**config.mk**
```make
export PLATFORM = sky130hd
export DESIGN_NAME = ofm_maxpool_2x2_flat
export DESIGN_NICKNAME = d
export VERILOG_FILES = /design/src/rtl/ofm_maxpool_2x2_if.sv /design/src/rtl/ofm_maxpool_2x2.sv /design/src/flat_wrapper.sv
export SDC_FILE = /design/constraint.sdc
export NUM_CORES = 1
export LEC_CHECK = 0
export ABC_AREA = 1
export CAP_MARGIN = 0
export CORE_AREA = 2 2 161 163
export CTS_BUF_LIST = sky130_fd_sc_hd__clkbuf_16
export DETAILED_ROUTE_END_ITERATION = 8
export DIE_AREA = 0 0 163 165
export DONT_BUFFER_PORTS = 1
export PLACE_DENSITY = 0.8
export SLEW_MARGIN = 25
export SYNTH_ARGS = -nofsm -noshare
export SYNTH_HDL_FRONTEND = slang
export SYNTH_SLANG_ARGS = --single-unit
export TNS_END_PERCENT = 1
```
**constraint.sdc**
```tcl
create_clock -name clk -period 5.7 [get_ports clk]
set_input_delay 1.14 -clock clk [delete_from_list [all_inputs] [get_ports clk]]
set_output_delay 1.14 -clock clk [all_outputs]
set_load 0.02 [all_outputs]
```
**src/rtl/ofm_maxpool_2x2_if.sv**
```systemverilog
// Stream interface of the 2x2 pooling stage: raster samples in, pooled samples out.
// in_valid qualifies In_OFM with no ready; every valid cycle is accepted and outputs have no backpressure.
interface ofm_maxpool_2x2_if #(
    parameter int DATA_W = 36
);
    logic              in_valid;
    logic [DATA_W-1:0] In_OFM;
    logic              out_valid;
    logic [DATA_W-1:0] Out_Pool;
    logic              frame_done;
    logic              dbg_state;

    modport master (
        output in_valid, In_OFM,
        input  out_valid, Out_Pool, frame_done, dbg_state
    );

    modport slave (
        input  in_valid, In_OFM,
        output out_valid, Out_Pool, frame_done, dbg_state
    );
endinterface

```
**src/rtl/ofm_maxpool_2x2.sv**
```systemverilog
// 2x2 stride-1 pooling over a MAP_W x MAP_W raster stream using a one-row line buffer.
// Define POOL_AVG_EN to average the window instead of taking its maximum.
module ofm_maxpool_2x2 #(
    parameter int MAP_W  = 5,
    parameter int DATA_W = 36
) (
    input  logic                clk,
    input  logic                rst_n,
    ofm_maxpool_2x2_if.slave    bus
);
    localparam int CW = $clog2(MAP_W);

    typedef enum logic {
        IDLE = 1'b0,
        RUN  = 1'b1
    } state_t;

    state_t            r_state;
    state_t            w_state_nxt;
    logic [CW-1:0]     r_col;
    logic [CW-1:0]     r_row;
    logic [DATA_W-1:0] r_line_buf [MAP_W];
    logic [DATA_W-1:0] r_prev;
    logic [DATA_W-1:0] r_tl;
    logic [DATA_W-1:0] r_out;
    logic              r_out_valid;
    logic              r_frame_done;
    logic              r_last;

    logic              w_accept;
    logic              w_col_last;
    logic              w_row_last;
    logic              w_win;
    logic              w_frame_end;
    logic [DATA_W-1:0] w_tr;
    logic [DATA_W-1:0] w_pool;

    assign w_accept    = bus.in_valid;
    assign w_col_last  = (r_col == CW'(MAP_W - 1));
    assign w_row_last  = (r_row == CW'(MAP_W - 1));
    assign w_frame_end = w_col_last && w_row_last;
    assign w_win       = w_accept && (r_row != '0) && (r_col != '0);
    // Top-right of the window: still row r-1 because this column is not yet overwritten.
    assign w_tr        = r_line_buf[r_col];

`ifdef POOL_AVG_EN
    logic [DATA_W+1:0] w_sum;
    assign w_sum  = {2'b00, r_tl} + {2'b00, w_tr} + {2'b00, r_prev} + {2'b00, bus.In_OFM};
    assign w_pool = w_sum[DATA_W+1:2];
`else
    logic [DATA_W-1:0] w_max_top;
    logic [DATA_W-1:0] w_max_bot;
    always_comb begin
        w_max_top = (r_tl   > w_tr)        ? r_tl   : w_tr;
        w_max_bot = (r_prev > bus.In_OFM)  ? r_prev : bus.In_OFM;
        w_pool    = (w_max_top > w_max_bot) ? w_max_top : w_max_bot;
    end
`endif

    // State only tracks frame activity; acceptance is never gated by it.
    always_comb begin
        w_state_nxt = r_state;
        case (r_state)
            IDLE:    if (bus.in_valid) w_state_nxt = RUN;
            RUN:     if (r_last && !bus.in_valid) w_state_nxt = IDLE;
            default: w_state_nxt = IDLE;
        endcase
    end

    always_ff @(posedge clk or negedge rst_n) begin
        if (!rst_n) begin
            r_state      <= IDLE;
            r_col        <= '0;
            r_row        <= '0;
            r_prev       <= '0;
            r_tl         <= '0;
            r_out        <= '0;
            r_out_valid  <= 1'b0;
            r_frame_done <= 1'b0;
            r_last       <= 1'b0;
            for (int i = 0; i < MAP_W; i++) begin
                r_line_buf[i] <= '0;
            end
        end else begin
            r_state      <= w_state_nxt;
            r_last       <= w_accept && w_frame_end;
            r_out_valid  <= w_win;
            r_out        <= w_win ? w_pool : '0;
            r_frame_done <= w_accept && w_frame_end;
            if (w_accept) begin
                r_line_buf[r_col] <= bus.In_OFM;
                r_prev            <= bus.In_OFM;
                r_tl              <= w_tr;
                if (w_col_last) begin
                    r_col <= '0;
                    r_row <= w_row_last ? '0 : r_row + CW'(1);
                end else begin
                    r_col <= r_col + CW'(1);
                end
            end
        end
    end

    assign bus.out_valid  = r_out_valid;
    assign bus.Out_Pool   = r_out;
    assign bus.frame_done = r_frame_done;
    assign bus.dbg_state  = r_state;
endmodule
```
**src/flat_wrapper.sv**
```systemverilog
// flat-port wrapper written by rule: the top's interface ports become plain ports
module ofm_maxpool_2x2_flat 
#(
    parameter int MAP_W  = 5,
    parameter int DATA_W = 36
)
  (clk, rst_n, bus_in_valid, bus_In_OFM, bus_out_valid, bus_Out_Pool, bus_frame_done, bus_dbg_state);
  ofm_maxpool_2x2_if #(.DATA_W(DATA_W)) bus_i ();
  input  logic clk;
  input  logic rst_n;
  input wire logic [$bits(bus_i.in_valid)-1:0] bus_in_valid;
  input wire logic [$bits(bus_i.In_OFM)-1:0] bus_In_OFM;
  output wire logic [$bits(bus_i.out_valid)-1:0] bus_out_valid;
  output wire logic [$bits(bus_i.Out_Pool)-1:0] bus_Out_Pool;
  output wire logic [$bits(bus_i.frame_done)-1:0] bus_frame_done;
  output wire logic [$bits(bus_i.dbg_state)-1:0] bus_dbg_state;
  assign bus_i.in_valid = bus_in_valid;
  assign bus_i.In_OFM = bus_In_OFM;
  assign bus_out_valid = bus_i.out_valid;
  assign bus_Out_Pool = bus_i.Out_Pool;
  assign bus_frame_done = bus_i.frame_done;
  assign bus_dbg_state = bus_i.dbg_state;
  ofm_maxpool_2x2 #(.MAP_W(MAP_W), .DATA_W(DATA_W)) u_core (.clk(clk), .rst_n(rst_n), .bus(bus_i));
endmodule
```
## Word-level counts from Yosys, hierarchy flattened

Index checks and enable logic that the tools add are counted.

- Equality and inequality tests: 2
- Reduce and logical (&&, ||, !) cells: 10
- Bitwise operators: 2
- $add $sub $neg: 2
- Magnitude comparators: 5
- Multiplexer cells: 15

Operators with widths:

| cell | number |
|---|---|
| $mux W36 | 7 |
| $bwmux W180 | 1 |
| $bmux W36 S3 | 1 |
| $demux W36 S3 | 1 |
| $gt A36 B36 Y1 | 3 |
| $add A3 B1 Y3 const B | 2 |
| $eq A3 B3 Y1 const B | 2 |
| $logic_and A1 B1 Y1 | 6 |
| $mux W3 | 2 |
| $reduce_bool A3 Y1 | 2 |
| $ge A4 B4 Y1 const B | 1 |
| $lt A4 B1 Y1 const B | 1 |
| $not A3 Y4 | 1 |
| $mux W1 | 2 |
| $pmux W1 S2 | 1 |
| $reduce_and A2 Y1 | 1 |
| $logic_not A1 Y1 | 1 |
| $not A1 Y1 | 1 |

- Input port bits: 39
- Output and inout port bits: 39
- Flip-flop bits (word level): 297
- Word-level logic and storage cells: 49

## Depth between registers and ports, before layout

- Depth in word-level cells: 9
- Depth in mapped cells: 38
- Mapped depth without buffers: 35

## Worst setup path after synthesis

Ideal clock, no wire load.

- Path type: reg2reg
- Start point: register u_core.r_col[0]
- End point: register u_core.r_out[31], in the netlist u_core.bus.Out_Pool[31]
- Buffers on the path: 4
- Setup time: 0.117 ns
- Data required time: 5.583 ns
- Slack: 1.455 ns
- Stages on the path, launching flop included: 32
- Period minus slack after synthesis: 4.245 ns
- Arrival: 4.128 ns
- Path through: dfrtp_1 inv_2 clkbuf_1 buf_2 o21a_1 o21ai_0 nand4_1 inv_1 ha_1 nand2_2 nor2_4 nand2_2 nor3_4 nand2_2 nand3_4 nand2_4 buf_6 nand2_1 nand2_1 ha_1 nand2_1 nor2_1 nand2_1 nor3b_1 nand3_1 nand3_1 nand2_1 inv_2 buf_2 nand3_1 nand2_1 nor2_1

- Longest elaborated chain between the ends: 9
- Elaborated cells on any way between the ends: 11
- Classes of those cells: 2 x order compare; 6 x mux; 1 x bitwise; 2 x reduce/logical

Ends and longest elaborated chain:

| element | RTL line | text |
|---|---|---|
| start: declaration | ofm_maxpool_2x2.sv:20 | `logic [CW-1:0] r_col;` |
| start signal: assignment | ofm_maxpool_2x2.sv:98 | `r_col <= r_col + CW'(1);` |
| $not A3 Y4 (implied by the code) | ofm_maxpool_2x2.sv:44 | `assign w_tr = r_line_buf[r_col];` |
| $bmux W36 S3 | ofm_maxpool_2x2.sv:44 |  |
| $mux W36 (implied by the code) (2 in series) | ofm_maxpool_2x2.sv:44 |  |
| $gt A36 B36 Y1 | ofm_maxpool_2x2.sv:54 | `w_max_top = (r_tl > w_tr) ? r_tl : w_tr;` |
| $mux W36 | ofm_maxpool_2x2.sv:54 |  |
| $gt A36 B36 Y1 | ofm_maxpool_2x2.sv:56 | `w_pool = (w_max_top > w_max_bot) ? w_max_top : w_max_bot;` |
| $mux W36 | ofm_maxpool_2x2.sv:56 |  |
| $mux W36 (*) | ofm_maxpool_2x2.sv:88 | `r_out <= w_win ? w_pool : '0;` |
| end signal: assignment | ofm_maxpool_2x2.sv:88 |  |
| end: declaration | ofm_maxpool_2x2.sv:25 | `logic [DATA_W-1:0] r_out;` |

Mark *: on every way between the ends. The rest lies on a longest branch, timed or not. The select of a mux whose other input is x is not followed.
A chain may end at the register's enable or synchronous reset.

## Worst setup path after layout

- Start point: register u_core.r_col[0]
- End point: register u_core.r_out[16], in the netlist u_core.bus.Out_Pool[16]

Same word-level chain as after synthesis.

==> Implementation_results.wiki <==
{| class="wikitable"
! Metric !! Value
|-
| Run status || completed
|-
| Worst path required time || 6.15 ns
|-
| Path depth of the worst reg2reg path || 26
|-
| Largest net degree at the start of global routing || 298
|-
| I/O pin count || 78
|-
| Clock-pin slew of the registers on the worst-case setup and hold paths || 0.06 ns
|-
| Worst reg-to-reg setup slack || between 0.3 and 0.4 ns
|-
| Time the final worst path needs with I/O delays and setup || 5.38 ns
|-
| Synth warnings || 0
|-
| CTS H-tree lvls || 1
|-
| Wire length per cell || between 15 and 20 µm
|-
| Type of origin of the critical path || flop
|-
| Critical path destination || u_core.bus.Out_Pool[16]
|-
| Hold crit path type || in -> async
|-
| Critical Path Stages || 26
|-
| Total Routing Usage GR || 33.4%
|-
| Gp weighted congestion || slightly below 0.9
|-
| Number of cells produced by synthesis || 2026
|-
| Area added between synthesis and finish || 7.76%
|-
| Placeable core region || 25000 µm²
|-
| Endpoint type of the worst setup path || flop
|-
| Max cap viols || 0
|-
| Setup repair after global routing missed its margin || no
|-
| Antenna cells || 0
|-
| Via count of the first global-routing pass || 13800
|-
| Switching power of the nets || 5.25 mW
|-
| Largest delay share family, worst path || simple AND/OR/NAND/NOR gates
|-
| Mean instance size in the synthesized netlist || between 7 and 8 µm²
|-
| Final Net Count || 2131
|-
| Highest ir drop seen on vdd || 468 µV
|-
| Critical path start-end classification || reg -> reg
|-
| Peak per-stage delay on the critical path || 0.45 ns
|-
| Filler cells || about 2000
|-
| Crit Path Max Fanout || 30
|-
| Most frequent cells in the layout || 675 x sky130_fd_sc_hd__nand2_1, 300 x sky130_fd_sc_hd__o21ai_0, 297 x sky130_fd_sc_hd__dfrtp_1
|-
| Sw Ratio || 46.5%
|-
| Areal power density over the cells || 655 nW/µm²
|-
| Timing startpoint of the critical path || u_core.r_col[0]
|-
| Unique cell type count in the Yosys netlist || 33
|-
| Slew @ Worst Pin || roughly 0.94 ns
|-
| Total global routing overflow || 0
|-
| Vias per std cell || about 6.0
|-
| Worst R2R Start || u_core.r_col[0]
|-
| Total number of placement rows || 58
|-
| 1st-pass router iterations || 8
|-
| Die outline height || 165 µm
|-
| Count of final setup violators || 0
|-
| Detailed router's first-iteration violation count || 1626
|-
| Clk_lat worst skew || just under 0.6 ns
|-
| Antenna Nets Post-Route || 0
|-
| Full die area || ~27000 µm²
|-
| Leakage power || between 8 and 9 nW
|-
| Port bufs || 0
|-
| Combined buffer and inverter count along the critical path || 6
|-
| Seq pwr share || 30.8%
|-
| Number of buffers inserted to repair setup after CTS || 0
|-
| Die width || roughly 160 µm
|-
| Non-filler instance count after layout || ~2300
|-
| Arrival time at the worst endpoint || about 5.8 ns
|-
| Dominant cell type by count on the critical path || sky130_fd_sc_hd__nand2_1
|-
| Final Hold Fails || 0
|-
| Final routed wirelength across all metal layers || 43600 µm
|-
| Max clock buf depth || 3
|-
| Commonest non-fill, non-tap cell in the layout || sky130_fd_sc_hd__nand2_1
|-
| Sinks on the clock net || 297
|-
| Destination of the worst register-to-register timing path || u_core.bus.Out_Pool[16]
|-
| Combinational power share || 51.1%
|-
| Syn Std Cell Area || 16000 µm²
|-
| Global-route wire length before repair || 70700 µm
|-
| Number of placed instances, taps included || 2277
|-
| Clock tree from TritonCTS || done
|-
| Initial antenna violation count || 0
|-
| Share of layout cells above drive strength 1 || 4.40%
|-
| Max-slew headroom || 37.6%
|-
| CTS Root Cell || sky130_fd_sc_hd__clkbuf_16
|-
| Number of synthesized register bits || slightly below 300
|-
| Critical-path cell with the highest stage delay || sky130_fd_sc_hd__buf_4
|-
| Share of power burned in the clock network || around 18%
|-
| TritonCTS buffer count || 31
|-
| Sum Neg Setup Slack || 0 ns
|-
| Syn_nets || 2177
|-
| Max Clk Rate || about 0.19 GHz
|-
| Sequential area share after synthesis || between 40% and 50%
|-
| Placed wire-length estimate || 27600 µm
|-
| Vias post-DR || 13900
|-
| Cell internal pwr || 6.03 mW
|-
| DRC violation count after routing || 0
|-
| Final worst-path cycle share || 94.4%
|-
| Final-report max-slew violation count || 0
|-
| Initial standard-cell utilization of the core || between 60% and 70%
|-
| Skew final || 0.0215 ns
|}
==> worst min-delay path by stage <==
stage,start,end,slack (ns)
finish,rst_n,u_core.bus.Out_Pool[29],0.26
global route,rst_n,u_core.bus.Out_Pool[29],0.25
CTS,rst_n,u_core.r_line_buf[102],0.26
detailed placement,u_core.r_line_buf[76],u_core.r_line_buf[76],0.47
global placement,u_core.r_line_buf[79],u_core.r_line_buf[79],0.46
floorplan,u_core.r_line_buf[100],u_core.r_line_buf[100],0.45
==> what timing repair did <==
item | 4_1_cts | 5_1_grt
setup endpoints to repair | 0 | 19
gates resized for setup | 0 | 1
hold buffers | 0 | 0
==> state kept, by name, indices dropped and copies added (netlist names) <==
register and cells:
u_core.r_tl 36, u_core.bus.out_valid 1, u_core.r_prev 36, u_core.bus.dbg_state 1, u_core.bus.frame_done 1, u_core.r_row 3, u_core.r_col 3, u_core.r_line_buf 180
u_core.bus.Out_Pool 36
==> synth_stat cells <==
cell	count	area, µm²
sky130_fd_sc_hd__and2_1	1	6.26
sky130_fd_sc_hd__buf_6	6	67.6
sky130_fd_sc_hd__nand3_4	3	52.6
sky130_fd_sc_hd__buf_4	3	22.5
sky130_fd_sc_hd__nor2_2	2	12.5
sky130_fd_sc_hd__nor2b_1	1	6.26
sky130_fd_sc_hd__ha_1	112	1400
sky130_fd_sc_hd__nor3b_1	1	7.51
sky130_fd_sc_hd__a21o_1	7	52.6
sky130_fd_sc_hd__a221oi_2	1	15.0
sky130_fd_sc_hd__nand3_1	118	591
sky130_fd_sc_hd__o22ai_1	1	6.26
sky130_fd_sc_hd__nand2_2	3	18.8
sky130_fd_sc_hd__o21ai_0	300	1500
sky130_fd_sc_hd__o21a_1	38	285
sky130_fd_sc_hd__nand2_1	678	2540
sky130_fd_sc_hd__nand4_1	39	244
sky130_fd_sc_hd__a21oi_1	41	205
sky130_fd_sc_hd__inv_1	152	571
sky130_fd_sc_hd__inv_2	3	11.3
sky130_fd_sc_hd__nor3_1	3	15.0
sky130_fd_sc_hd__nand3_2	1	10.0
sky130_fd_sc_hd__nor2_1	114	428
sky130_fd_sc_hd__dfrtp_1	297	7430
sky130_fd_sc_hd__clkinv_1	2	7.51
sky130_fd_sc_hd__clkbuf_1	68	255
sky130_fd_sc_hd__buf_2	23	115
sky130_fd_sc_hd__o21bai_1	1	7.51
sky130_fd_sc_hd__nor3_4	2	32.5
sky130_fd_sc_hd__or2_2	1	6.26
sky130_fd_sc_hd__nor2_4	1	11.3
sky130_fd_sc_hd__o2111ai_1	1	8.76
sky130_fd_sc_hd__nand2_4	2	22.5
==> per-layer routing <==
layer	part of all wire [%]	vias up	GRT usage, %
met3	8.6	167	5.83
met4	4.9	0	16.9
met2	47	667	56.1
li1	-	6520	-
met5	0	-	0
met1	39	6564	41.7
==> worst reg2reg max path, cell delays in order (launching register included) <==
cell and delay (ns):
sky130_fd_sc_hd__dfrtp_1 0.37, sky130_fd_sc_hd__buf_4 0.24, sky130_fd_sc_hd__buf_4 0.45, sky130_fd_sc_hd__o21ai_0 0.21, sky130_fd_sc_hd__nand4_1 0.17, sky130_fd_sc_hd__inv_1 0.09, sky130_fd_sc_hd__ha_1 0.30, sky130_fd_sc_hd__nand2_1 0.07
sky130_fd_sc_hd__nor2_1 0.16, sky130_fd_sc_hd__nand2_1 0.15, sky130_fd_sc_hd__nor3_4 0.26, sky130_fd_sc_hd__nand3_4 0.25, sky130_fd_sc_hd__buf_4 0.31, sky130_fd_sc_hd__nand3_1 0.14, sky130_fd_sc_hd__nand2_1 0.07, sky130_fd_sc_hd__ha_1 0.29
sky130_fd_sc_hd__nand4_1 0.19, sky130_fd_sc_hd__nor2_1 0.21, sky130_fd_sc_hd__nor2b_1 0.40, sky130_fd_sc_hd__nand3_1 0.13, sky130_fd_sc_hd__nand3_1 0.11, sky130_fd_sc_hd__nand2_1 0.06, sky130_fd_sc_hd__inv_2 0.08, sky130_fd_sc_hd__buf_4 0.30
sky130_fd_sc_hd__nand3_1 0.13, sky130_fd_sc_hd__nand2_1 0.08, sky130_fd_sc_hd__nor2_1 0.05
==> area by class of cell <==
type	count	area (µm²)	share of cell area, %
multi-input combinational	1472	7530	43.7
sequential	297	7430	43.2
clock buffer	31	776	4.51
inverter	157	592	3.44
tap	330	413	2.40
timing repair buffer	21	245	1.42
clock inverter	23	229	1.33
==> cell families after synthesis <==
logic type	count (synthesis)	share of synthesized area, %
and+or+nand+nor	970	25.1
AOI/OAI and AO/OA	390	13.0
DFF	297	46.5
buffers and inverters	257	6.57
adders and majority gates	112	8.77
==> stage by stage <==
stage / cell area, µm² / hold WS [ns] / total power, mW / util [%] / setup slack [ns]
floorplan: 16000 / 0.448 / 7.51 / - / 1.46
global placement: 16200 / 0.461 / 8.88 / 64.7 / 0.383
detailed placement: 16200 / 0.468 / 9.10 / 64.7 / 0.321
CTS: 17200 / 0.258 / 11.2 / 68.7 / 0.382
global route: 17200 / 0.250 / 12.2 / 68.8 / 0.0336
finish: 17200 / 0.258 / 11.3 / 68.8 / 0.319
==> power by group through the flow <==
stage | registers (mW) | logic [mW] | clock network, mW
detailed placement | 3.48 | 5.62 | 0
global route | 3.55 | 6.48 | 2.14
global placement | 3.46 | 5.42 | 0
floorplan | 3.34 | 4.17 | 0
finish | 3.48 | 5.76 | 2.04
CTS | 3.46 | 5.66 | 2.05
Note: power is estimated with default switching activity, not from simulation.
